==> src/rtl/apx_seq_alu.sv <==
// Handshaked, output-registered ALU with exact/approximate add and iterative exact/truncated multipliers.
// Define APX_SEQ_ALU_EARLY_EXIT_EN to end multiplies once the remaining multiplier bits are all zero.
module apx_seq_alu #(
  parameter int WIDTH         = 32,
  parameter int APX_EXACT_LSB = 8,
  parameter int APX_SEG       = 2,
  parameter int APX_TRUNC     = 4
) (
  input  logic             clk,
  input  logic             reset,
  input  logic             in_valid,
  output logic             in_ready,
  input  logic [2:0]       op,
  input  logic [WIDTH-1:0] read_a,
  input  logic [WIDTH-1:0] read_x,
  output logic             out_valid,
  input  logic             out_ready,
  output logic [WIDTH-1:0] result,
  output logic             busy
);

  typedef enum logic [1:0] {S_IDLE, S_BUSY, S_DONE} state_t;

  localparam int CW = $clog2(WIDTH + 1);
  localparam logic [WIDTH-1:0] KEEP_MASK = ~((WIDTH'(1) << APX_TRUNC) - WIDTH'(1));
  localparam logic [2:0] OP_ADD = 3'd0, OP_SUB = 3'd1, OP_AND = 3'd2, OP_OR = 3'd3,
                         OP_XOR = 3'd4, OP_ADD_APX = 3'd5, OP_MUL = 3'd6, OP_MUL_APX = 3'd7;

  state_t           r_state;
  logic [2:0]       r_op;
  logic [WIDTH-1:0] r_a;
  logic [WIDTH-1:0] r_b;
  logic [WIDTH-1:0] r_acc;
  logic [CW-1:0]    r_cnt;
  logic [CW-1:0]    r_last;
  logic [WIDTH-1:0] r_result;
  logic             r_out_valid;
  logic             r_busy;

  logic [WIDTH-1:0] w_alu;
  logic [WIDTH-1:0] w_acc_nxt;
  logic [WIDTH-1:0] w_mplier_nxt;
  logic             w_iter_end;

  // Low region exact, then each segment adds with its carry-in and carry-out cut.
  function automatic logic [WIDTH-1:0] f_add_apx(input logic [WIDTH-1:0] a,
                                                 input logic [WIDTH-1:0] b);
    logic [WIDTH-1:0] m;
    logic [WIDTH-1:0] s;
    m = '0;
    for (int i = 0; i < APX_EXACT_LSB; i++) m[i] = 1'b1;
    s = ((a & m) + (b & m)) & m;
    for (int i = APX_EXACT_LSB; i < WIDTH; i += APX_SEG) begin
      m = '0;
      for (int j = 0; j < APX_SEG; j++) if (i + j < WIDTH) m[i+j] = 1'b1;
      s = s | (((a & m) + (b & m)) & m);
    end
    return s;
  endfunction

  always_comb begin
    w_alu = r_acc;
    case (r_op)
      OP_ADD:     w_alu = r_a + r_b;
      OP_SUB:     w_alu = r_a - r_b;
      OP_AND:     w_alu = r_a & r_b;
      OP_OR:      w_alu = r_a | r_b;
      OP_XOR:     w_alu = r_a ^ r_b;
      OP_ADD_APX: w_alu = f_add_apx(r_a, r_b);
      default:    w_alu = r_acc;
    endcase
  end

  assign w_acc_nxt    = r_acc + (r_b[0] ? r_a : '0);
  assign w_mplier_nxt = r_b >> 1;

`ifdef APX_SEQ_ALU_EARLY_EXIT_EN
  assign w_iter_end = (r_cnt == r_last) || (w_mplier_nxt == '0);
`else
  assign w_iter_end = (r_cnt == r_last);
`endif

  // DONE spends its first cycle registering the result, which gives the k+1 / k+N+1 latencies.
  always_ff @(posedge clk) begin
    if (reset) begin
      r_state     <= S_IDLE;
      r_result    <= '0;
      r_out_valid <= 1'b0;
      r_busy      <= 1'b0;
      r_cnt       <= '0;
      r_acc       <= '0;
      r_op        <= OP_ADD;
      r_a         <= '0;
      r_b         <= '0;
      r_last      <= '0;
    end else begin
      case (r_state)
        S_IDLE: begin
          if (in_valid) begin
            r_op  <= op;
            r_acc <= '0;
            r_cnt <= '0;
            if (op == OP_MUL) begin
              r_a     <= read_a;
              r_b     <= read_x;
              r_last  <= CW'(WIDTH - 1);
              r_state <= S_BUSY;
              r_busy  <= 1'b1;
            end else if (op == OP_MUL_APX) begin
              // Pre-align so iteration 0 handles multiplier bit APX_TRUNC.
              r_a     <= (read_a & KEEP_MASK) << APX_TRUNC;
              r_b     <= read_x >> APX_TRUNC;
              r_last  <= CW'(WIDTH - APX_TRUNC - 1);
              r_state <= S_BUSY;
              r_busy  <= 1'b1;
            end else begin
              r_a     <= read_a;
              r_b     <= read_x;
              r_state <= S_DONE;
            end
          end
        end
        S_BUSY: begin
          r_acc <= w_acc_nxt;
          r_a   <= r_a << 1;
          r_b   <= w_mplier_nxt;
          r_cnt <= r_cnt + CW'(1);
          if (w_iter_end) begin
            r_state <= S_DONE;
            r_busy  <= 1'b0;
          end
        end
        S_DONE: begin
          if (!r_out_valid) begin
            r_result    <= w_alu;
            r_out_valid <= 1'b1;
          end else if (out_ready) begin
            r_out_valid <= 1'b0;
            r_state     <= S_IDLE;
          end
        end
        default: begin
          r_state     <= S_IDLE;
          r_out_valid <= 1'b0;
          r_busy      <= 1'b0;
        end
      endcase
    end
  end

  assign in_ready  = (r_state == S_IDLE) && !reset;
  assign out_valid = r_out_valid;
  assign result    = r_result;
  assign busy      = r_busy;

endmodule

==> config.mk <==
export PLATFORM = sky130hd
export DESIGN_NAME = apx_seq_alu
export DESIGN_NICKNAME = d
export VERILOG_FILES = /design/src/rtl/apx_seq_alu.sv
export SDC_FILE = /design/constraint.sdc
export NUM_CORES = 1
export LEC_CHECK = 0
export ABC_CLOCK_PERIOD_IN_PS = 5510
export BUFFER_PORTS_ARGS = -buffer_cell sky130_fd_sc_hd__buf_2
export CAP_MARGIN = 0
export CORE_MARGIN = 3
export CORE_UTILIZATION = 45
export DETAILED_ROUTE_END_ITERATION = 8
export PLACE_DENSITY = 0.66
export RECOVER_POWER = 50
export SLEW_MARGIN = 20
export SYNTH_ARGS = -nofsm -noshare
export SYNTH_HDL_FRONTEND = slang
export SYNTH_SLANG_ARGS = --single-unit
==> constraint.sdc <==
create_clock -name clk -period 5.51 [get_ports clk]
set_clock_uncertainty 0.2 [all_clocks]
set_input_delay 1.102 -clock clk [delete_from_list [all_inputs] [get_ports clk]]
set_output_delay 1.102 -clock clk [all_outputs]
set_load 0.005 [all_outputs]
* Word level (Yosys, flattened, before mapping)
Cells that the tools add are included.
** Cells by class
- Equal/unequal tests :: 15
- Bitwise operators :: 53
- Muxes and demuxes :: 32
- Reduce and logical (&&, ||, !) cells :: 13
- Add/subtract/negate cells :: 17
** Operators with widths (number)
- $add A32 B32 Y32 :: 14
- $or A32 B32 Y32 :: 12
- $mux W32 :: 8
- $pmux W32 S2 :: 3
- $pmux W32 S6 :: 1
- $and A32 B32 Y32 :: 4
- $and A32 B10 Y32 :: 3
- $and A32 B12 Y32 :: 3
- $and A32 B14 Y32 :: 3
- $and A32 B16 Y32 :: 3
- $and A32 B18 Y32 :: 3
- $and A32 B20 Y32 :: 3
- $and A32 B22 Y32 :: 3
- $and A32 B24 Y32 :: 3
- $and A32 B26 Y32 :: 3
- $and A32 B28 Y32 :: 3
- $and A32 B30 Y32 :: 3
- $or A8 B32 Y32 :: 1
- $sub A32 B32 Y32 :: 1
- $xor A32 B32 Y32 :: 1
- $mux W6 :: 3
- $eq A3 B3 Y1 const B :: 4
- $mux W2 :: 6
- $pmux W6 S2 :: 1
- other kinds (23) :: 38
** Word-level totals
- Output and inout bits :: 35
- Register bits :: 147
- Input bits :: 71
- Logic and storage cells :: 140

* Logic depth before layout (Yosys ltp)
Gate-level depths: netlist of run 1.
- Depth after elaboration :: 18
- Mapped depth :: 18

* Least setup slack after synthesis of run 1
No wires, ideal clock.
- Path type :: reg2reg
- From :: register r_op[0]
- To :: register r_result[25] (netlist: result[25])
- Period minus slack after synthesis :: 3.927 ns
- Slack :: 1.583 ns
- Arrival time :: 3.639 ns
- Cell stages (with the launch flop) :: 17
- Cells stage by stage :: dfxtp_1 > clkbuf_1 > clkbuf_1 > buf_1 > nand2_1 > clkbuf_1 > o21ai_0 > inv_1 > ha_1 > nand2b_1 > a21oi_2 > a211oi_2 > o311a_4 > o41ai_2 > nand2_1 > mux2_4 > nor4_2
** Between the ends
- Cells in the longest elaborated chain, start to end :: 2
** Ends and longest elaborated chain
- start, declared :: line 30 : logic [2:0] r_op;
- start signal, assigned :: line 100 : r_op <= op;
- $eq A3 B3 Y1, or another cell as far along :: line 63 : case (r_op)
- $pmux W32 S6 * :: line 63
- end signal, assigned :: line 135 : r_result <= w_alu;
- end, declared :: line 36 : logic [WIDTH-1:0] r_result;
Every way passes the cells marked *; elsewhere a longest branch is shown, timed or not.
A chain may end at the register's enable or synchronous reset.

* Worst setup path after layout of run 1
- From :: register r_b[0]
- To :: register r_acc[16]
** Between the ends
- Cells in the longest elaborated chain, start to end :: 3
** Ends and longest elaborated chain
- start, declared :: line 32 : logic [WIDTH-1:0] r_b;
- start signal, assigned :: line 105 : r_b <= read_x;
- start signal, assigned :: line 112 : r_b <= read_x >> APX_TRUNC;
- start signal, assigned :: line 118 : r_b <= read_x;
- $mux W32 :: line 74 : assign w_acc_nxt = r_acc + (r_b[0] ? r_a : '0);
- $add A32 B32 Y32 :: line 74
- $pmux W32 S2 :: line 97 : case (r_state)
- end signal, assigned :: line 124 : r_acc <= w_acc_nxt;
- end, declared :: line 33 : logic [WIDTH-1:0] r_acc;
Every way passes these cells.

==> impl_summary.log, run 1 <==
INFO  metric status = finished with violations
INFO  metric violations_in_the_final_reports = max-capacitance violations, max-slew violations
INFO  metric synth-main-ff-cell = sky130_fd_sc_hd__dfxtp_1
INFO  metric routed_wirelength = 41420 um
INFO  metric rel_slew_slack = -30.13%
INFO  metric route.detailed.wl_per_inst = 20.91 um
INFO  metric final_hold_violation_count = 0
INFO  metric ys_warn_count = 0
INFO  metric routabilityCongestion = 0.9750
INFO  metric final.min_clock_period = 4.655 ns
INFO  metric cts.repair_timing.setup_buffer_count = 0
INFO  metric critical_path_arrival = 4.77 ns
INFO  metric grt_max_degree = 78
INFO  metric setup-violations-final = 0
INFO  metric die_width = 171.2 um
INFO  metric dr_total_vias = 12300
INFO  metric timing.fmax = 214.8 MHz
INFO  metric cts.sinks = 143
INFO  metric critical-path-slowest-cell = sky130_fd_sc_hd__clkbuf_1
INFO  metric clk_pin_slew_worst_paths = 0.07 ns
INFO  metric post_cts.resized_instances = 0
INFO  metric core_area = 26430 um2
INFO  metric count_of_nets_left_with_antenna_violations_after_detail_routing = 0
INFO  metric cts_max_level = 4
INFO  metric synth_seq_cells = 143
INFO  metric max_stage_delay = 1.11 ns
INFO  metric critPathRequiredTime = 5.63 ns
INFO  metric global_route.overflow_total = 0
INFO  metric buffer_ports.inserted = 105
INFO  metric dieHeight = 171.2 um
INFO  metric final_max_slew_viol_count = 118
INFO  metric postLayoutCoreUtil = 51.34%
INFO  metric stdcell_area = 13570 um2
INFO  metric number_of_enable_type_register_cells_in_the_synthesized_netlist = 0
INFO  metric power.density = 274.4 nW/um2
INFO  metric yosysUniqueCellTypes = 76
INFO  metric timing.critical_path.cells = inv_1 -> clkbuf_1 -> nor2_1 -> fa_1 -> a21o_1 -> a311oi_1 -> nor2_1 -> o211ai_1 -> a21oi_1 -> o21a_1 -> or3_1 -> a32o_1
INFO  metric criticalPathCategory = reg -> reg
INFO  metric stdcell_count = 1981
INFO  metric post_drt_via_cell_ratio = 6.209
INFO  metric diodes = 0
INFO  metric synth_nets = 1790
INFO  metric avgSynthCellArea = 7.736 um2
INFO  metric grt_pass1_vias = 11370
INFO  metric drcViolationCount = 0
INFO  metric end_kind = flop
INFO  metric placementRows = 59
INFO  metric peakVddDrop = 0.0001832 V
INFO  metric leakagePower = 5.550 nW
INFO  metric cts_root_buffer = sky130_fd_sc_hd__clkbuf_16
INFO  metric netlist_area = 12280 um2
INFO  metric placed_cell_area = 13020 um2
INFO  metric initial_utilization = 46.48%
INFO  metric die_area = 29320 um2
INFO  metric worst-slew-pin-transition = 1.952 ns
INFO  metric place.detailed.hpwl = 31370 um
INFO  metric drt_iter0_markers = 1452
INFO  metric drt_pass1_iterations = 6
INFO  metric layout.filler_cells = 2602
INFO  metric area.growth.synth_to_final = 10.45%
INFO  metric rsz0062_at_grt = no
INFO  metric setup.worst_path.start_class = flop
INFO  metric cts_tree = done
INFO  metric final_layout_size_suffix_gt1_share = 12.70%
INFO  metric grt_antenna_before_repair = 0
INFO  metric share_of_the_clock_period_used_by_the_worst_path = 84.48%
INFO  metric grt_first_pass_wirelength = 64630 um
INFO  metric number_of_buffers_between_clock_root_and_the_deepest_sink = 2
INFO  metric netlist_instances = 1588
INFO  metric cts_hold_repair.buffers = 0
INFO  metric fin_nets = 1835
INFO  metric worst_path_most_repeated_cell = sky130_fd_sc_hd__nor2_1
INFO  metric clock_latency_reported_for_the_late_side_of_the_worst_skew_pair = 0.44 ns
INFO  metric groute.usage.overall = 27.84%
INFO  metric placed_cells_incl_taps = 1949
INFO  metric crit_fanout = 32
INFO  metric numCtsBuffers = 17
INFO  metric worst_hold_path_type = reg -> reg
INFO  metric num_io_pins = 106
INFO  metric synth_async_sr_flop_share = 0%
INFO  metric synth-seq-area-share = 23.30%
INFO  metric drv.max_cap_violation_count = 3
INFO  metric finalSetupTns = 0 ns
-- per-stage QoR --
stage	power, mW	setup WS, ns	hold WS (ns)
6_report	3.723	0.8553	0.2541
2_1_floorplan	2.100	1.583	0.2480
3_5_place_dp	2.486	1.223	0.2478
5_1_grt	3.905	0.6016	0.2789
3_3_place_gp	2.477	1.322	0.2368
4_1_cts	3.710	1.168	0.2568
-- final timing paths --
path / from / to / slack [ns] / depth (start not counted)
worst max-delay path: r_b[0] / r_acc[16] / 0.86 / 12
worst min-delay path: result[9] / result[9] / 0.25 / 2
worst max register to register: r_b[0] / r_acc[16] / 0.86 / 12
worst min register to register: result[9] / result[9] / 0.25 / 2
-- registers in the layout (all words and copies together), names as in the netlist --
signal,cells
r_op,3
r_b,32
r_last,2
r_cnt,6
r_acc,32
out_valid,1
busy,1
r_a,32
result,32
r_state,2
-- cell families (layout without fill, tap and decap cells) --
| logic type | Yosys count | count (layout) | synth area share [%] |
|---|---|---|---|
| AOI/OAI and AO/OA | 496 | 496 | 28.01 |
| and+or+nand+nor | 485 | 485 | 17.29 |
| muxes | 61 | 61 | 5.958 |
| buffers and inverters | 185 | 243 | 5.704 |
| xor gates and xnor gates | 87 | 87 | 6.203 |
| DFF | 143 | 143 | 23.30 |
| adders and majority gates | 131 | 131 | 13.53 |
-- power by group --
part           total [mW]  switching (mW)  internal, mW
Combinational        1.28           0.775         0.502
Clock                1.23           0.548         0.685
Sequential           1.21           0.104          1.11
-- worst max-delay path, delay by kind of cell (launching register included) --
family | cells | cell delay, ns
compound gates | 6 | 1.55
fa+ha+maj | 1 | 0.51
buf+inv | 2 | 1.21
flops | 1 | 0.36
simple gates | 3 | 0.69
-- layout make-up --
| type | count | area, um2 | share of cell area (%) |
|---|---|---|---|
| flip-flops and latches | 143 | 2867 | 21.13 |
| well taps | 335 | 419.2 | 3.089 |
| inverters | 86 | 322.8 | 2.379 |
| clock inverters | 15 | 175.2 | 1.291 |
| repair buffers | 125 | 635.6 | 4.685 |
| multi-input cells | 1260 | 8723 | 64.29 |
| clock buffers | 17 | 425.4 | 3.135 |
-- cell usage after synthesis, types with 14 or more instances --
master	count	area share (%)
sky130_fd_sc_hd__xnor2_1	70	5.0
sky130_fd_sc_hd__nand2_1	146	4.5
sky130_fd_sc_hd__nor3_1	23	0.94
sky130_fd_sc_hd__a211oi_1	30	1.8
sky130_fd_sc_hd__a31oi_1	14	0.71
sky130_fd_sc_hd__dfxtp_1	143	23
sky130_fd_sc_hd__a222oi_1	52	4.2
sky130_fd_sc_hd__nand4_1	14	0.71
sky130_fd_sc_hd__inv_1	85	2.6
sky130_fd_sc_hd__nor2_1	209	6.4
sky130_fd_sc_hd__xor2_1	17	1.2
sky130_fd_sc_hd__a21oi_1	108	4.4
sky130_fd_sc_hd__clkbuf_1	85	2.6
sky130_fd_sc_hd__o21ai_0	106	4.3
sky130_fd_sc_hd__o21a_1	14	0.86
sky130_fd_sc_hd__a22oi_1	14	0.86
sky130_fd_sc_hd__ha_1	128	13
sky130_fd_sc_hd__a21o_1	33	2.0
sky130_fd_sc_hd__nand3_1	26	1.1
sky130_fd_sc_hd__mux2_2	53	4.9
-- routing by layer --
layer | share of wire, % | track usage [%]
met5 | 0 | 0
met4 | 1.5 | 6.403
met3 | 8.8 | 4.045
met2 | 40 | 39.73
met1 | 49 | 43.77
-- cell usage in the layout, fill, tap and decap left out, types with 14 or more instances in the layout --
cell type	instances
sky130_fd_sc_hd__clkbuf_1	27
sky130_fd_sc_hd__a31oi_1	14
sky130_fd_sc_hd__a21oi_1	108
sky130_fd_sc_hd__nand3_1	26
sky130_fd_sc_hd__xor2_1	17
sky130_fd_sc_hd__a21o_1	33
sky130_fd_sc_hd__clkbuf_16	17
sky130_fd_sc_hd__a222oi_1	52
sky130_fd_sc_hd__buf_4	18
sky130_fd_sc_hd__a22oi_1	14
sky130_fd_sc_hd__buf_2	79
sky130_fd_sc_hd__xnor2_1	70
sky130_fd_sc_hd__mux2_2	51
sky130_fd_sc_hd__dfxtp_1	140
sky130_fd_sc_hd__nor2_1	209
sky130_fd_sc_hd__a211oi_1	30
sky130_fd_sc_hd__nand2_1	146
sky130_fd_sc_hd__o21ai_0	106
sky130_fd_sc_hd__ha_1	128
sky130_fd_sc_hd__o21a_1	14
sky130_fd_sc_hd__nor3_1	23
sky130_fd_sc_hd__nand4_1	14
sky130_fd_sc_hd__inv_1	85
No activity file was read; power rests on OpenSTA's default activity.
==> inputs of run 2 (changes only) <==
Settings changed: ABC_CLOCK_PERIOD_IN_PS 5510 to 4300.
Clock period 5.51 ns to 4.3 ns, I/O delays scaled along.
==> run 2 against run 1 <==
Against the previous run:
- count of clock-buffer cells in the layout grew 1
- register-to-register slack worse by 0.61 ns
- highest routed layer unchanged
- utilization is 0.65 points higher
- the run still ends with max-capacitance violations, max-slew violations left
- critical endpoint is now result[28]
- routed wire length decreased by 0.23%
==> impl_summary.log, run 2 (synthesis results as in run 1) <==
INFO  metric p_sw_share = 38.61% (+0.25 points)
INFO  metric rsz0062_at_grt = no
INFO  metric finalSetupTns = 0 ns (unchanged)
INFO  metric cts.sinks = 143 (unchanged)
INFO  metric route.detailed.wl_per_inst = 20.70 um (-0.98%)
INFO  metric critical-path-slowest-cell = sky130_fd_sc_hd__dfxtp_1
INFO  metric fin_nets = 1850 (+0.82%)
INFO  metric drcViolationCount = 0 (unchanged)
INFO  metric cts_tree = done
INFO  metric peakVddDrop = 0.0001768 V (-3.5%)
INFO  metric final_max_slew_viol_count = 60 (-49%)
INFO  metric net-switching-power = 1.843 mW (+29%)
INFO  metric pwr-share-comb = 35.5% (+1.2 points)
INFO  metric layout.cells.most_common_list = 209 x sky130_fd_sc_hd__nor2_1, 145 x sky130_fd_sc_hd__nand2_1, 140 x sky130_fd_sc_hd__dfxtp_1, 126 x sky130_fd_sc_hd__ha_1, 108 x sky130_fd_sc_hd__a21oi_1
INFO  metric area.growth.synth_to_final = 11.86%
INFO  metric timing.critical_path.cells = nor4_4 -> and3_1 -> nand3_1 -> nor3_2 -> buf_4 -> nand2_1 -> o21ai_2 -> xnor2_1 -> ha_1 -> and2_1 -> nor2b_1 -> a211oi_1 -> o21ai_1 -> a221oi_1 -> xor2_1 -> a31oi_1
INFO  metric die_width = 171.2 um (unchanged)
INFO  metric criticalPathCategory = reg -> reg
INFO  metric drt_iter0_markers = 1292 (-11%)
INFO  metric groute.usage.overall = 27.91% (+0.070 points)
INFO  metric power.density = 347.4 nW/um2 (+27%)
INFO  metric place.detailed.hpwl = 31450 um (+0.28%)
INFO  metric post_drt_via_cell_ratio = 6.210 (about the same)
INFO  metric routabilityCongestion = 0.9822 (+0.74%)
INFO  metric clock_latency_reported_for_the_late_side_of_the_worst_skew_pair = 0.43 ns (about the same)
INFO  metric grt_max_degree = 78 (unchanged)
INFO  metric grt_antenna_before_repair = 0 (unchanged)
INFO  metric final_layout_size_suffix_gt1_share = 14.15% (+1.5 points)
INFO  metric leakagePower = 5.647 nW (+1.7%)
INFO  metric buffer_ports.inserted = 105 (unchanged)
INFO  metric cts_max_level = 4 (unchanged)
INFO  metric status = finished with violations
INFO  metric dr_total_vias = 12400 (+0.78%)
INFO  metric die_area = 29320 um2 (unchanged)
INFO  metric placementRows = 59 (unchanged)
INFO  metric worst_hold_margin = 0.2505 ns (-0.003598 ns)
INFO  metric global_route.overflow_total = 0 (unchanged)
INFO  metric final_hold_violation_count = 0 (unchanged)
INFO  metric commonest_non_fill_non_tap_cell_in_the_layout = sky130_fd_sc_hd__nor2_1
INFO  metric worst-slew-pin-transition = 1.882 ns (-0.07036 ns)
INFO  metric setup_slack = 0.2472 ns (-0.6081 ns)
INFO  metric hold_path_cells = 2 (unchanged)
INFO  metric setup.worst_path.start_class = flop
INFO  metric number_of_buffers_between_clock_root_and_the_deepest_sink = 2 (unchanged)
INFO  metric dieHeight = 171.2 um (unchanged)
INFO  metric stdcell_count = 1996 (+0.76%)
INFO  metric drt_pass1_iterations = 7 (+1)
INFO  metric violations_in_the_final_reports = max-capacitance violations, max-slew violations
INFO  metric regToRegSetupSlack = 0.25 ns (-0.61 ns)
INFO  metric min_delay_worst_endpoint = result[9]
INFO  metric numCtsBuffers = 17 (unchanged)
INFO  metric dp_slack = 0.1642 ns (-1.059 ns)
INFO  metric critical_path_arrival = 4.13 ns (-0.64 ns)
INFO  metric diodes = 0 (unchanged)
INFO  metric reg2reg_capture_point = result[28]
INFO  metric grt_pass1_vias = 11360 (-0.070%)
INFO  metric placed_cells_incl_taps = 1964 (+0.77%)
INFO  metric p_clk_share = 32.1% (-1.0 points)
INFO  metric final.min_clock_period = 4.053 ns (-0.6019 ns)
INFO  metric rel_slew_slack = -25.44% (+4.7 points)
INFO  metric worst_setup_path_startpoint = r_b[2]
INFO  metric drv.max_cap_violation_count = 2 (-1)
INFO  metric clk_pin_slew_worst_paths = 0.07 ns (about the same)
INFO  metric worst_hold_path_type = reg -> reg
INFO  metric postLayoutCoreUtil = 51.99% (+0.65 points)
INFO  metric routed_wirelength = 41320 um (-0.23%)
INFO  metric hold_path_startpoint = result[9]
INFO  metric timing.fmax = 246.7 MHz (+15%)
INFO  metric crit_fanout = 6 (-81%)
INFO  metric crit-reg2reg-launch = r_b[2]
INFO  metric num_io_pins = 106 (unchanged)
INFO  metric critPathRequiredTime = 4.38 ns (-1.25 ns)
INFO  metric cellInternalPower = 2.931 mW (+28%)
INFO  metric end_kind = flop
INFO  metric initial_utilization = 46.48% (unchanged)
INFO  metric count_of_nets_left_with_antenna_violations_after_detail_routing = 0 (unchanged)
INFO  metric setup-violations-final = 0 (unchanged)
INFO  metric max_stage_delay = 0.39 ns (-0.72 ns)
INFO  metric cts_root_buffer = sky130_fd_sc_hd__clkbuf_16
INFO  metric core_area = 26430 um2 (unchanged)
INFO  metric worst_r2r_path_depth = 16 (+4)
INFO  metric grt_first_pass_wirelength = 64380 um (-0.39%)
INFO  metric share_of_the_clock_period_used_by_the_worst_path = 94.25% (+9.8 points)
INFO  metric seqPwrFrac = 32.4% (-0.2 points)
run 2: layout make-up:
cell class	instances	area (um2)
flip-flops and latches	143	2867
clock buffers	18	439.2
repair buffers	140	758.2
inverters	86	322.8
well taps	335	419.2
multi-input cells	1260	8787
clock inverters	14	147.6
fillers	2612	12690
run 2: layer usage:
metal	track usage, %	part of all wire (%)	vias up
met5	0	0	-
met4	7.243	1.8	0
met3	5.171	10	46
met2	39.02	40	580
met1	43.53	48	5819
li1	-	-	5951
run 2: metrics by stage:
step	area, um2	total power [mW]
final	13740	4.774
after CTS	13730	4.736
after global routing	13740	5.012
after floorplan	12280	2.691
after detailed placement	13150	3.212
after global placement	13150	3.197
run 2: timing repair:
item,in CTS,in global routing
gates resized for setup,0,13
buffers inserted,0,0
hold buffers,0,0
setup endpoints to repair,0,12
run 2: power groups by stage:
stage / clock [mW] / combinational (mW) / sequential [mW]
after floorplan: 0 / 1.17 / 1.52
after global placement: 0 / 1.63 / 1.57
after detailed placement: 0 / 1.64 / 1.57
after CTS: 1.55 / 1.65 / 1.54
after global routing: 1.60 / 1.85 / 1.56
final: 1.53 / 1.69 / 1.55
run 2: worst max path at each step:
stage | to | slack (ns) | cells after the start
6_report | result[28] | 0.25 | 16
4_1_cts | result[25] | 0.13 | 13
2_1_floorplan | result[25] | 0.37 | 16
3_3_place_gp | result[25] | 0.28 | 13
3_5_place_dp | result[25] | 0.16 | 14
5_1_grt | result[25] | 0.01 | 16
run 2: worst max-delay path: cells and delay by family, from the launching register on:
kind | cells | cell delay (ns)
AO/OA/AOI/OAI | 5 | 1.03
adder cells (fa/ha/maj) | 1 | 0.31
buffers and inverters | 1 | 0.15
flip-flops | 1 | 0.39
XOR/XNOR | 2 | 0.34
AND/OR/NAND/NOR | 7 | 1.48
==> inputs of run 3 (changes only) <==
Settings changed: CELL_PAD_IN_SITES_DETAIL_PLACEMENT set to 0, CELL_PAD_IN_SITES_GLOBAL_PLACEMENT set to 1, PLACE_DENSITY 0.66 to 0.84.
==> run 3 against run 2 <==
Against the previous run:
- the run still ends with max-capacitance violations, max-slew violations left
- final cell count up 0.35%
- critical path depth fell by 3
- via count decreased by 0.76%
- sequential cell count is the same
- critical endpoint is now result[25]
- largest cell class unchanged
- die area unchanged
- non-clock buffer count grew 6
- clock power barely moved
- first-iteration DRC count rose by 11%
- combinational power about the same
==> impl_summary.log, run 3 (synthesis results as in run 1) <==
INFO  metric crit_buf_inv = 0 (-1)
INFO  metric status = finished with violations
INFO  metric grt_first_pass_wirelength = 65560 um (+1.8%)
INFO  metric max_stage_delay = 0.41 ns (+0.02 ns)
INFO  metric cts_root_buffer = sky130_fd_sc_hd__clkbuf_16
INFO  metric cts_tree = done
INFO  metric drt_pass1_iterations = 9 (+2)
INFO  metric routed_wirelength = 42050 um (+1.7%)
INFO  metric timing.critical_path.cells = nor4_4 -> and3_4 -> nand3_2 -> o41ai_4 -> xnor2_1 -> ha_1 -> and3_1 -> nand4_1 -> o311a_4 -> o41ai_4 -> nand2_1 -> mux2_4 -> nor4_2
INFO  metric dr_total_vias = 12300 (-0.76%)
INFO  metric count_of_nets_left_with_antenna_violations_after_detail_routing = 0 (unchanged)
INFO  metric layout.cells.most_common_list = 209 x sky130_fd_sc_hd__nor2_1, 146 x sky130_fd_sc_hd__nand2_1, 140 x sky130_fd_sc_hd__dfxtp_1, 128 x sky130_fd_sc_hd__ha_1, 108 x sky130_fd_sc_hd__a21oi_1
INFO  metric criticalPathCategory = reg -> reg
INFO  metric final_max_slew_viol_count = 193 (+220%)
INFO  metric groute.usage.overall = 28.50% (+0.60 points)
INFO  metric drcViolationCount = 0 (unchanged)
INFO  metric global_route.overflow_total = 0 (unchanged)
INFO  metric grt_max_degree = 79 (+1.3%)
INFO  metric post_cts.resized_instances = 0 (unchanged)
INFO  metric critical_path_arrival = 4.13 ns (about the same)
INFO  metric critPathRequiredTime = 4.44 ns (+0.06 ns)
INFO  metric post_drt_via_cell_ratio = 6.142 (-1.1%)
INFO  metric drt_iter0_markers = 1440 (+11%)
INFO  metric worst_path_most_repeated_cell = sky130_fd_sc_hd__o41ai_4
INFO  metric fin_nets = 1856 (+0.32%)
INFO  metric rel_slew_slack = -99.49% (-74 points)
INFO  metric violations_in_the_final_reports = max-capacitance violations, max-slew violations
INFO  metric finalSetupTns = 0 ns (unchanged)
INFO  metric initial_utilization = 46.48% (unchanged)
INFO  metric placementRows = 59 (unchanged)
INFO  metric cts.repair_timing.setup_buffer_count = 0 (unchanged)
INFO  metric die_area = 29320 um2 (unchanged)
INFO  metric routabilityCongestion = 1.033 (+5.1%)
INFO  metric grt_pass1_vias = 11390 (+0.19%)
INFO  metric final_layout_size_suffix_gt1_share = 14.52% (+0.37 points)
INFO  metric timing.fmax = 250.7 MHz (+1.6%)
INFO  metric dieHeight = 171.2 um (unchanged)
INFO  metric buffer_ports.inserted = 105 (unchanged)
INFO  metric number_of_buffers_between_clock_root_and_the_deepest_sink = 2 (unchanged)
INFO  metric final_hold_violation_count = 0 (unchanged)
INFO  metric peakVddDrop = 0.0002369 V (+34%)
INFO  metric drv.max_cap_violation_count = 3 (+1)
INFO  metric power.density = 348.5 nW/um2 (+0.32%)
INFO  metric route.detailed.wl_per_inst = 20.99 um (+1.4%)
INFO  metric cts_hold_repair.buffers = 0 (unchanged)
INFO  metric grt_antenna_before_repair = 0 (unchanged)
INFO  metric leakagePower = 5.705 nW (+1.0%)
INFO  metric core_area = 26430 um2 (unchanged)
INFO  metric cts_max_level = 4 (unchanged)
INFO  metric share_of_the_clock_period_used_by_the_worst_path = 92.75% (-1.5 points)
INFO  metric die_width = 171.2 um (unchanged)
INFO  metric numCtsBuffers = 17 (unchanged)
INFO  metric setup-violations-final = 0 (unchanged)
INFO  metric num_io_pins = 106 (unchanged)
INFO  metric total_power = 4.804 mW (+0.63%)
INFO  metric end_kind = flop
INFO  metric critical-path-slowest-cell = sky130_fd_sc_hd__o311a_4
INFO  metric area.growth.synth_to_final = 12.20%
INFO  metric clk_pin_slew_worst_paths = 0.07 ns (about the same)
INFO  metric setup.worst_path.start_class = flop
INFO  metric cts.sinks = 143 (unchanged)
INFO  metric worst_hold_path_type = reg -> reg
INFO  metric crit_fanout = 6 (unchanged)
INFO  metric critical_path.top_delay_family = simple AND/OR/NAND/NOR gates
INFO  metric place.detailed.hpwl = 32010 um (+1.8%)
INFO  metric rsz0062_at_grt = no
INFO  metric commonest_non_fill_non_tap_cell_in_the_layout = sky130_fd_sc_hd__nor2_1
INFO  metric final.min_clock_period = 3.988 ns (-0.06437 ns)
INFO  metric worst-slew-pin-transition = 2.991 ns (+1.109 ns)
INFO  metric clock_latency_reported_for_the_late_side_of_the_worst_skew_pair = 0.44 ns (about the same)
run 3: worst paths after layout:
kind | slack (ns) | depth (start not counted) | from | to
max reg2reg | 0.31 | 13 | r_b[3] | result[25]
min | 0.25 | 2 | result[9] | result[9]
max | 0.31 | 13 | r_b[3] | result[25]
min reg2reg | 0.25 | 2 | result[9] | result[9]
run 3: worst reg2reg max path, cell delays in order (launching register included):
cell and delay, ns:
sky130_fd_sc_hd__dfxtp_1 0.37, sky130_fd_sc_hd__nor4_4 0.34, sky130_fd_sc_hd__and3_4 0.25, sky130_fd_sc_hd__nand3_2 0.16, sky130_fd_sc_hd__o41ai_4 0.33, sky130_fd_sc_hd__xnor2_1 0.10
sky130_fd_sc_hd__ha_1 0.39, sky130_fd_sc_hd__and3_1 0.26, sky130_fd_sc_hd__nand4_1 0.15, sky130_fd_sc_hd__o311a_4 0.41, sky130_fd_sc_hd__o41ai_4 0.29, sky130_fd_sc_hd__nand2_1 0.12
sky130_fd_sc_hd__mux2_4 0.31, sky130_fd_sc_hd__nor4_2 0.22
run 3: per-stage QoR:
step	hold slack [ns]	instance area, um2	utilization, %	cells	setup slack (ns)
6_report	0.2498	13780	52.15	2003	0.3116
5_1_grt	0.2783	13780	52.14	2002	0.02362
4_1_cts	0.2531	13770	52.09	2002	0.1017
3_5_place_dp	0.2439	13180	49.87	1970	0.1561
3_3_place_gp	0.2399	13180	49.87	1970	0.2380
2_1_floorplan	0.2480	12280	-	1588	0.3735
run 3: area by class of cell:
cell class	instances	area, um2
Fill cell	2598	12640
Multi-Input combinational cell	1260	8790
Sequential cell	143	2867
Timing Repair Buffer	146	795.8
Clock buffer	18	439.2
Tap cell	335	419.2
Inverter	86	322.8
Clock inverter	14	147.6
Antenna cell	1	2.502
run 3: layer usage:
layer | up-vias | part of all wire (%) | GRT usage [%]
li1 | 5949 | - | -
met1 | 5775 | 50 | 44.70
met2 | 534 | 40 | 39.59
met3 | 44 | 8.7 | 5.148
met4 | 0 | 1.8 | 7.558
met5 | - | 0 | 0
run 3: power by group:
| part | leakage (nW) | internal [mW] | switching, mW |
|---|---|---|---|
| combinational | 4.26 | 0.689 | 1.03 |
| sequential | 1.17 | 1.42 | 0.127 |
| clock | 0.280 | 0.836 | 0.707 |
| total | 5.70 | 2.94 | 1.86 |
